### src/rtl/ssd_display_arbiter_if.sv
// Requester/display bundle for ssd_display_arbiter: request, value and mask inputs,
// grant/done handshake and the digit/mode drive toward the SSD controller.
interface ssd_display_arbiter_if;
    logic [3:0]  req;
    logic [15:0] value0;
    logic [15:0] value1;
    logic [15:0] value2;
    logic [15:0] value3;
    logic [3:0]  dmask0;
    logic [3:0]  dmask1;
    logic [3:0]  dmask2;
    logic [3:0]  dmask3;
    logic [3:0]  grant;
    logic [3:0]  done;
    logic [3:0]  digit3;
    logic [3:0]  digit2;
    logic [3:0]  digit1;
    logic [3:0]  digit0;
    logic [3:0]  mode;
    logic        busy;

    modport master (
        output req, value0, value1, value2, value3,
        output dmask0, dmask1, dmask2, dmask3,
        input  grant, done, digit3, digit2, digit1, digit0, mode, busy
    );

    modport slave (
        input  req, value0, value1, value2, value3,
        input  dmask0, dmask1, dmask2, dmask3,
        output grant, done, digit3, digit2, digit1, digit0, mode, busy
    );
endinterface

### src/rtl/ssd_display_arbiter.sv
// Round-robin time-sharing of one 4-digit SSD between four requesters.
// Define SSD_ARB_BLANK_EN to insert a dark BLANK interval of GAP_CYCLES after each image.
//
//   state    | meaning
//   ---------+---------------------------------------------------------------
//   ST_IDLE  | display dark, no grant; arbitrate req from ptr upward each cycle
//   ST_SHOW  | winner's snapshot on display for HOLD_CYCLES cycles
//   ST_BLANK | display dark for GAP_CYCLES cycles (SSD_ARB_BLANK_EN only)
module ssd_display_arbiter #(
    parameter int HOLD_CYCLES = 100_000_000,
    parameter int GAP_CYCLES  = 10_000_000
) (
    input  logic                        clk,
    input  logic                        rst,
    ssd_display_arbiter_if.slave        bus
);

    localparam int CNT_MAX = 134_217_727;

    if (HOLD_CYCLES < 1 || HOLD_CYCLES > CNT_MAX ||
        GAP_CYCLES < 1 || GAP_CYCLES > CNT_MAX) begin : g_param_check
        $error("ssd_display_arbiter: HOLD_CYCLES/GAP_CYCLES outside 1..2^27-1");
    end

    localparam logic [26:0] HOLD_LOAD = 27'(HOLD_CYCLES - 1);
`ifdef SSD_ARB_BLANK_EN
    localparam logic [26:0] GAP_LOAD  = 27'(GAP_CYCLES - 1);
`endif

    typedef enum logic [1:0] {
        ST_IDLE  = 2'd0,
        ST_SHOW  = 2'd1,
        ST_BLANK = 2'd2
    } state_t;

    state_t      state_q, state_d;
    logic [1:0]  ptr_q, ptr_d;
    logic [26:0] cnt_q, cnt_d;
    logic [3:0]  grant_q, grant_d;
    logic [3:0]  done_q, done_d;
    logic [15:0] digits_q, digits_d;
    logic [3:0]  mode_q, mode_d;
    logic        busy_q, busy_d;

    logic        win_valid;
    logic [1:0]  win_idx;
    logic [1:0]  cand;
    logic [15:0] win_value;
    logic [3:0]  win_mask;

    // Scan downward so the last hit, i.e. the closest one at or after ptr, wins.
    always_comb begin
        win_valid = 1'b0;
        win_idx   = 2'd0;
        cand      = 2'd0;
        for (int i = 3; i >= 0; i--) begin
            cand = ptr_q + 2'(i);
            if (bus.req[cand]) begin
                win_valid = 1'b1;
                win_idx   = cand;
            end
        end
    end

    always_comb begin
        win_value = bus.value0;
        win_mask  = bus.dmask0;
        case (win_idx)
            2'd0: begin win_value = bus.value0; win_mask = bus.dmask0; end
            2'd1: begin win_value = bus.value1; win_mask = bus.dmask1; end
            2'd2: begin win_value = bus.value2; win_mask = bus.dmask2; end
            default: begin win_value = bus.value3; win_mask = bus.dmask3; end
        endcase
    end

    always_comb begin
        state_d  = state_q;
        ptr_d    = ptr_q;
        cnt_d    = cnt_q;
        grant_d  = grant_q;
        done_d   = 4'b0000;
        digits_d = digits_q;
        mode_d   = mode_q;
        case (state_q)
            ST_IDLE: begin
                grant_d = 4'b0000;
                mode_d  = 4'b0000;
                if (win_valid) begin
                    state_d  = ST_SHOW;
                    grant_d  = 4'b0001 << win_idx;
                    digits_d = win_value;
                    mode_d   = win_mask;
                    ptr_d    = win_idx + 2'd1;
                    cnt_d    = HOLD_LOAD;
                end
            end
            ST_SHOW: begin
                if (cnt_q == 27'd0) begin
                    done_d  = grant_q;
                    grant_d = 4'b0000;
                    mode_d  = 4'b0000;
`ifdef SSD_ARB_BLANK_EN
                    state_d = ST_BLANK;
                    cnt_d   = GAP_LOAD;
`else
                    state_d = ST_IDLE;
`endif
                end else begin
                    cnt_d = cnt_q - 27'd1;
                end
            end
            ST_BLANK: begin
`ifdef SSD_ARB_BLANK_EN
                if (cnt_q == 27'd0) begin
                    state_d = ST_IDLE;
                end else begin
                    cnt_d = cnt_q - 27'd1;
                end
`else
                state_d = ST_IDLE;
`endif
            end
            default: begin
                state_d = ST_IDLE;
                grant_d = 4'b0000;
                mode_d  = 4'b0000;
            end
        endcase
        busy_d = (state_d != ST_IDLE);
    end

    always_ff @(posedge clk) begin
        if (rst) begin
            state_q  <= ST_IDLE;
            ptr_q    <= 2'd0;
            cnt_q    <= 27'd0;
            grant_q  <= 4'b0000;
            done_q   <= 4'b0000;
            digits_q <= 16'h0000;
            mode_q   <= 4'b0000;
            busy_q   <= 1'b0;
        end else begin
            state_q  <= state_d;
            ptr_q    <= ptr_d;
            cnt_q    <= cnt_d;
            grant_q  <= grant_d;
            done_q   <= done_d;
            digits_q <= digits_d;
            mode_q   <= mode_d;
            busy_q   <= busy_d;
        end
    end

    assign bus.grant  = grant_q;
    assign bus.done   = done_q;
    assign bus.digit3 = digits_q[15:12];
    assign bus.digit2 = digits_q[11:8];
    assign bus.digit1 = digits_q[7:4];
    assign bus.digit0 = digits_q[3:0];
    assign bus.mode   = mode_q;
    assign bus.busy   = busy_q;

endmodule

### src/flat_wrapper.sv
// flat-port wrapper written by rule: the top's interface ports become plain ports
module ssd_display_arbiter_flat 
#(
    parameter int HOLD_CYCLES = 100_000_000,
    parameter int GAP_CYCLES  = 10_000_000
)
  (clk, rst, bus_req, bus_value0, bus_value1, bus_value2, bus_value3, bus_dmask0, bus_dmask1, bus_dmask2, bus_dmask3, bus_grant, bus_done, bus_digit3, bus_digit2, bus_digit1, bus_digit0, bus_mode, bus_busy);
  ssd_display_arbiter_if bus_i ();
  input  logic clk;
  input  logic rst;
  input wire logic [$bits(bus_i.req)-1:0] bus_req;
  input wire logic [$bits(bus_i.value0)-1:0] bus_value0;
  input wire logic [$bits(bus_i.value1)-1:0] bus_value1;
  input wire logic [$bits(bus_i.value2)-1:0] bus_value2;
  input wire logic [$bits(bus_i.value3)-1:0] bus_value3;
  input wire logic [$bits(bus_i.dmask0)-1:0] bus_dmask0;
  input wire logic [$bits(bus_i.dmask1)-1:0] bus_dmask1;
  input wire logic [$bits(bus_i.dmask2)-1:0] bus_dmask2;
  input wire logic [$bits(bus_i.dmask3)-1:0] bus_dmask3;
  output wire logic [$bits(bus_i.grant)-1:0] bus_grant;
  output wire logic [$bits(bus_i.done)-1:0] bus_done;
  output wire logic [$bits(bus_i.digit3)-1:0] bus_digit3;
  output wire logic [$bits(bus_i.digit2)-1:0] bus_digit2;
  output wire logic [$bits(bus_i.digit1)-1:0] bus_digit1;
  output wire logic [$bits(bus_i.digit0)-1:0] bus_digit0;
  output wire logic [$bits(bus_i.mode)-1:0] bus_mode;
  output wire logic [$bits(bus_i.busy)-1:0] bus_busy;
  assign bus_i.req = bus_req;
  assign bus_i.value0 = bus_value0;
  assign bus_i.value1 = bus_value1;
  assign bus_i.value2 = bus_value2;
  assign bus_i.value3 = bus_value3;
  assign bus_i.dmask0 = bus_dmask0;
  assign bus_i.dmask1 = bus_dmask1;
  assign bus_i.dmask2 = bus_dmask2;
  assign bus_i.dmask3 = bus_dmask3;
  assign bus_grant = bus_i.grant;
  assign bus_done = bus_i.done;
  assign bus_digit3 = bus_i.digit3;
  assign bus_digit2 = bus_i.digit2;
  assign bus_digit1 = bus_i.digit1;
  assign bus_digit0 = bus_i.digit0;
  assign bus_mode = bus_i.mode;
  assign bus_busy = bus_i.busy;
  ssd_display_arbiter #(.HOLD_CYCLES(HOLD_CYCLES), .GAP_CYCLES(GAP_CYCLES)) u_core (.clk(clk), .rst(rst), .bus(bus_i));
endmodule
### config.mk
export PLATFORM = sky130hd
export DESIGN_NAME = ssd_display_arbiter_flat
export DESIGN_NICKNAME = d
export VERILOG_FILES = /design/src/rtl/ssd_display_arbiter_if.sv /design/src/rtl/ssd_display_arbiter.sv /design/src/flat_wrapper.sv
export SDC_FILE = /design/constraint.sdc
export NUM_CORES = 1
export LEC_CHECK = 0
export BUFFER_PORTS_ARGS = -buffer_cell sky130_fd_sc_hd__buf_2
export CAP_MARGIN = 20
export CORE_MARGIN = 2
export CORE_UTILIZATION = 54
export DETAILED_ROUTE_END_ITERATION = 12
export PLACE_DENSITY = 0.92
export SLEW_MARGIN = 20
export SYNTH_ARGS = -nofsm -noshare
export SYNTH_HDL_FRONTEND = slang
export SYNTH_SLANG_ARGS = --single-unit
### constraint.sdc
create_clock -name clk -period 3.3 [get_ports clk]
set_input_delay 0.165 -clock clk [delete_from_list [all_inputs] [get_ports clk]]
set_output_delay 0.165 -clock clk [all_outputs]
set_load 0.05 [all_outputs]
==> impl_metrics.csv, run 1 <==
group,metric,value,unit
logic_synthesis,synth_top_cell_area_share,37.01,%
finish,area_growth,24.33,%
power_and_ir_drop,p_per_area,524.1,nW/um^2
placement,gp_congestion,0.8935,
clock_tree,clockBufferDepth,2,
drt,vias_per_cell,6.056,
clock_tree,post_cts_buffers,0,
clock_tree,root_buffer,"clkbuf_8",
logic_synthesis,synth.area.top_cells,"dfxtp_1 37%, nand2_1 7.1%, a222oi_1 6.2%",
finish,n_antenna_cell,0,
logic_synthesis,synth_adder_area_share,2.313,%
sta,clock_skew,0.007615,ns
power_and_ir_drop,leakagePower,1.659,nW
logic_synthesis,synth_top_family_by_area,"compound AO/OA/AOI/OAI gates",
sta,holdWs,0.1481,ns
finish,final_common_cell,"buf_2",
finish,fin_nets,568,
clock_tree,path_clk_slew,0.07,ns
worst_setup_path,required,3.54,ns
logic_synthesis,synth_cell_types,58,
logic_synthesis,async_reset_ff_share,0,%
min_path,min_to,"u_core.bus.mode[1]$_SDFFE_PP0P_",
placement,dpl.cell_count,540,
clock_tree,cts_hold_buf,0,
min_path,hp-start,"bus_dmask3[1]",
logic_synthesis,synth_xor_area_share,3.778,%
clock_tree,clock_latency,0.35,ns
grt,grt_first_pass_wirelength,14570,um
grt,first_global_vias,3308,
min_path,hp-class,"input port to flip-flop",
clock_tree,h-tree-depth,3,
placement,hpwl,6386,um
drt,drcViolationCount,0,
sta,finalSetupViolations,0,
sta,hold_viol,0,
sta,grt_setup_unrepaired,"false",
min_path,hold_path_depth,4,
placement,dp_slack,0.8158,ns
sta,totalNegativeSetupSlack,0,ns
die,die_h,81.53,um
outcome,outcome,"finished, final reports clean",
die,start_util,55.47,%
drt,first_iter_violations,381,
logic_synthesis,syn_area,3246,um^2
worst_setup_path,reg2reg_from,"u_core.ptr_q[0]$_SDFFE_PP0P_",
logic_synthesis,avgSynthCellArea,8.701,um^2
logic_synthesis,ys_warn_count,0,
logic_synthesis,synth_nets,465,
finish,final_cell_mix,"114 x buf_2, 61 x nand2_1, 60 x dfxtp_1, 38 x a21oi_1, 24 x o21ai_0",
power_and_ir_drop,max-vdd-ir-drop,312.1,uV
flow_run,drv_cap,0,
logic_synthesis,synthSimpleGateAreaFrac,24.09,%
logic_synthesis,syn-instance-count,373,
logic_synthesis,ys_ff_latch,60,
sta,slew_viol_final,0,
sta,worst_pin_slew,0.9881,ns
worst_setup_path,start_kind,"flip-flop",
power_and_ir_drop,p_total,2.115,mW
sta,timing.fmax,0.3920,GHz
worst_setup_path,crit_arrival,2.79,ns
worst_setup_path,cp_max_fo,21,
die,num_rows,28,
die,dieArea,6646,um^2
clock_tree,cts_made_buffers,9,
worst_setup_path,critPathCaptureType,"flip-flop",
sta,fin_crit_sh,77.29,%
worst_setup_path,critPathKind,"flip-flop to flip-flop",
logic_synthesis,synth_area_leader_cell,"dfxtp_1",
placement,port_buffers,114,
clock_tree,clkSinkCount,60,
sta,final.min_clock_period,2.551,ns
finish,fin_area,4035,um^2
drt,first_pass_iters,8,
grt,grt_overflow_total,0,
logic_synthesis,synth_edf_count,0,
grt,grt_usage,28.23,%
clock_tree,cts_resized,0,
finish,final_cells,556,
drt,post_drt_wl_per_cell,16.07,um
die,fp.dieW,81.53,um
finish,post-route-util,68.97,%
logic_synthesis,ys_seq_area_share,37.01,%
worst_setup_path,reg2reg_slack,0.75,ns
die,coreArea,5851,um^2
worst_setup_path,r2r-end,"u_core.bus.mode[1]$_SDFFE_PP0P_",
grt,antenna_found_initial,0,
sta,worst_slack,0.7493,ns
worst_setup_path,rr_worst_depth,9,
die,ios,115,
placement,placedInstanceArea,3819,um^2
logic_synthesis,synth-compound-area-share,27.87,%
finish,drive_gt1_share,33.47,%
grt,grt_max_degree,44,
clock_tree,cts_tree,"yes",
sta,slew_headroom,33.77,%
drt,drt-total-wl,8937,um
logic_synthesis,muxShareOfSynthArea,0,%
logic_synthesis,synth_flop_cell,"dfxtp_1",
drt,vias,3367,
drt,ant_nets,0,
## critical path, stage by stage (launching register included)
cell      delay, ns
dfxtp_1        0.39
nor2b_1        0.08
a21oi_1        0.12
o22ai_1        0.09
a21oi_1        0.33
inv_1          0.12
ha_1           0.49
a222oi_1       0.50
o21ai_0        0.12
a22o_1         0.20
## metal layers
layer  vias to the layer above  GRT usage (%)  share of wire (%)
met2                       180          50.82                 51
li1                       1609              -                  -
met5                         -              0                  0
met1                      1546          31.23                 39
met4                         0          13.05                2.7
met3                        32          6.703                7.4
## cells by family after synthesis
logic type | count (synthesis)
flops | 60
compound gates | 123
fa+ha+maj | 6
xor+xnor | 14
other cells | 1
simple gates | 134
buf+inv | 35
## cell usage after synthesis, drive strengths merged (2+ instances only)
master   count
a222oi      20
o21ai       25
dfxtp       60
xnor2       11
a31oi        4
nand2       61
nand3        3
nand2b       3
clkbuf      21
a2111oi      4
nor4         8
nor2        17
and2         5
or4          3
nand4        7
inv         10
a211oi      11
nand4b       2
a21oi       40
o22ai        2
and4         3
ha           6
a22o         8
or3          4
buf          4
xor2         3
nor3        11
## state kept, by name, summed over array words and instances (netlist names)
name              count
u_core.state_q        2
u_core.digits_q      16
u_core.ptr_q          2
u_core.cnt_q         27
u_core.bus.busy       1
u_core.bus.grant      4
u_core.bus.mode       4
u_core.bus.done       4
## report_power, final
group	total, mW	internal (mW)	switching, mW
registers	0.842	0.780	0.0623
clock network	0.732	0.442	0.290
logic	0.541	0.192	0.349
total	2.11	1.41	0.701
## worst max-delay path by stage
stage	startpoint	end	slack (ns)
CTS	u_core.ptr_q[0]$_SDFFE_PP0P_	u_core.bus.mode[1]$_SDFFE_PP0P_	0.82
global placement	bus_req[0]	u_core.bus.mode[1]$_SDFFE_PP0P_	0.95
global route	u_core.ptr_q[0]$_SDFFE_PP0P_	u_core.digits_q[0]$_SDFFE_PP0P_	0.56
finish	u_core.ptr_q[0]$_SDFFE_PP0P_	u_core.bus.mode[1]$_SDFFE_PP0P_	0.75
detailed placement	u_core.ptr_q[0]$_SDFFE_PP0P_	u_core.bus.mode[1]$_SDFFE_PP0P_	0.82
floorplan	u_core.ptr_q[0]$_SDFFE_PP0P_	u_core.bus.mode[1]$_SDFFE_PP0P_	1.23
## final cells by class
class                           count  area (um^2)
Clock buffer                       11        141.4
Clock inverter                      5        75.07
Fill cell                         447         1815
Inverter                           10        37.54
Multi-Input combinational cell    278         1893
Sequential cell                    60         1201
Tap cell                           75        93.84
Timing Repair Buffer              117        593.1
Note: power is estimated with default switching activity, not from simulation.
==> inputs of run 2 (changes only) <==
Settings changed: CORE_UTILIZATION 54 to 45, PLACE_DENSITY 0.92 to 0.82.
Clock period 3.3 ns to 2.1 ns, I/O delays scaled along.
==> impl_metrics.csv, run 2 (same netlist as run 1, synthesis figures left out) <==
group,metric,value,unit
finish,post-route-util,62.55,%
worst_setup_path,crit_arrival,2.26,ns
clock_tree,h-tree-depth,3,
worst_setup_path,cp_max_fo,21,
sta,final.min_clock_period,2.035,ns
flow_run,drv_cap,0,
placement,placedInstanceArea,3978,um^2
clock_tree,path_clk_slew,0.07,ns
drt,ant_nets,0,
finish,largest_register,"u_core.cnt_q",
finish,largest_reg_flops,27,
finish,fin_area,4297,um^2
clock_tree,clock_latency,0.34,ns
sta,finalSetupViolations,0,
power_and_ir_drop,max-vdd-ir-drop,502.5,uV
clock_tree,cts_hold_buf,0,
die,dieArea,7908,um^2
outcome,outcome,"finished, final reports clean",
die,die_h,88.93,um
sta,grt_setup_unrepaired,"true",
clock_tree,root_buffer,"clkbuf_8",
clock_tree,cts_tree,"yes",
grt,antenna_found_initial,0,
drt,drt-total-wl,9204,um
finish,fin_nets,588,
drt,post_drt_wl_per_cell,15.42,um
worst_setup_path,start_kind,"flip-flop",
drt,first_iter_violations,244,
sta,worst_pin_slew,0.8659,ns
sta,fin_crit_sh,96.90,%
finish,n_antenna_cell,0,
worst_setup_path,critPathKind,"flip-flop to flip-flop",
die,num_rows,30,
grt,grt_first_pass_wirelength,15080,um
worst_setup_path,reg2reg_slack,0.07,ns
drt,vias,3410,
finish,final_common_cell,"buf_2",
worst_setup_path,critPathCaptureType,"flip-flop",
placement,hpwl,6553,um
die,fp.dieW,88.93,um
drt,vias_per_cell,5.712,
grt,first_global_vias,3408,
sta,holdWs,0.1004,ns
placement,dpl.cell_count,577,
sta,hold_viol,0,
sta,clock_skew,0.006518,ns
die,coreArea,6869,um^2
placement,gp_congestion,0.9132,
worst_setup_path,required,2.33,ns
die,start_util,47.25,%
sta,slew_viol_final,0,
finish,final_cells,597,
finish,top_regs,"u_core.cnt_q x27, u_core.digits_q x16",
min_path,hp-class,"input port to flip-flop",
clock_tree,clkSinkCount,60,
placement,port_buffers,114,
grt,grt_overflow_total,0,
finish,fillers,569,
grt,grt_max_degree,27,
grt,grt_usage,24.08,%
clock_tree,clockBufferDepth,2,
power_and_ir_drop,leakagePower,1.755,nW
finish,drive_gt1_share,39.12,%
die,ios,115,
drt,first_pass_iters,8,
finish,final_cell_mix,"114 x buf_2, 61 x nand2_1, 58 x dfxtp_1, 35 x a21oi_1, 21 x o21ai_0",
power_and_ir_drop,p_per_area,752.1,nW/um^2
drt,drcViolationCount,0,
sta,slew_headroom,41.96,%
clock_tree,cts_made_buffers,9,
sta,timing.fmax,0.4914,GHz
finish,area_growth,32.38,%
[run 2: cell count changes in the layout (fill, tap and decap cells not counted), sizes merged]
cell      previous run  this run
buf                117       135
bufinv               2         0
clkbuf              11        14
clkinv               3         2
clkinvlp             0         2
[run 2: area by class of cell]
cell class | count | area [um^2] | area share, %
Tap cell | 96 | 120.1 | 2.796
Inverter | 10 | 37.54 | 0.8736
Clock buffer | 12 | 145.1 | 3.378
Multi-Input combinational cell | 278 | 1954 | 45.49
Sequential cell | 60 | 1209 | 28.13
Clock inverter | 4 | 25.02 | 0.5824
Timing Repair Buffer | 137 | 805.8 | 18.75
[run 2: metrics by stage]
step                TNS [ns]  setup slack, ns  total power [mW]
floorplan                  0          0.02658             1.943
global placement           0          0.08359             2.205
detailed placement   -0.1077         -0.04696             2.230
CTS                        0         0.004425             3.142
global route         -0.1926         -0.06895             3.404
finish                     0          0.06503             3.231
[run 2: worst max-delay path, stage by stage, from the launching register on]
cell and delay (ns):
dfxtp_4 0.37, nand2_1 0.07, nand2_1 0.06, a21oi_2 0.12, o22a_2 0.23, inv_2 0.07, ha_2 0.19, buf_12 0.15
a222oi_1 0.33, o21ai_1 0.12, a22o_1 0.20
[run 2: final timing paths]
kind	startpoint	end	cells after the start
max reg2reg	u_core.ptr_q[1]$_SDFFE_PP0P_	u_core.bus.mode[2]$_SDFFE_PP0P_	10
min	bus_dmask3[3]	u_core.bus.mode[3]$_SDFFE_PP0P_	4
max	u_core.ptr_q[1]$_SDFFE_PP0P_	u_core.bus.mode[2]$_SDFFE_PP0P_	10
min reg2reg	u_core.digits_q[15]$_SDFFE_PP0P_	u_core.digits_q[15]$_SDFFE_PP0P_	2
[run 2: report_power, final]
part / leakage (nW) / total, mW / switching (mW) / internal (mW)
logic: 1.18 / 1.01 / 0.592 / 0.414
clock network: 0.0824 / 0.911 / 0.455 / 0.456
registers: 0.494 / 1.31 / 0.0881 / 1.23
total: 1.75 / 3.23 / 1.14 / 2.10
[run 2: per-layer routing]
layer,vias to the layer above,share of wire (%),global-route usage [%]
li1,1646,-,-
met1,1588,40,28.12
met2,158,51,40.98
met3,18,7.4,6.648
met4,0,2.0,11.16
met5,-,0,0
[run 2: timing repair]
action                                  CTS  global route
endpoints found under the setup margin   14            28
pin swaps                                 0            15
resized for setup                         1            27
gates cloned                              0             2
setup buffers                             0             2
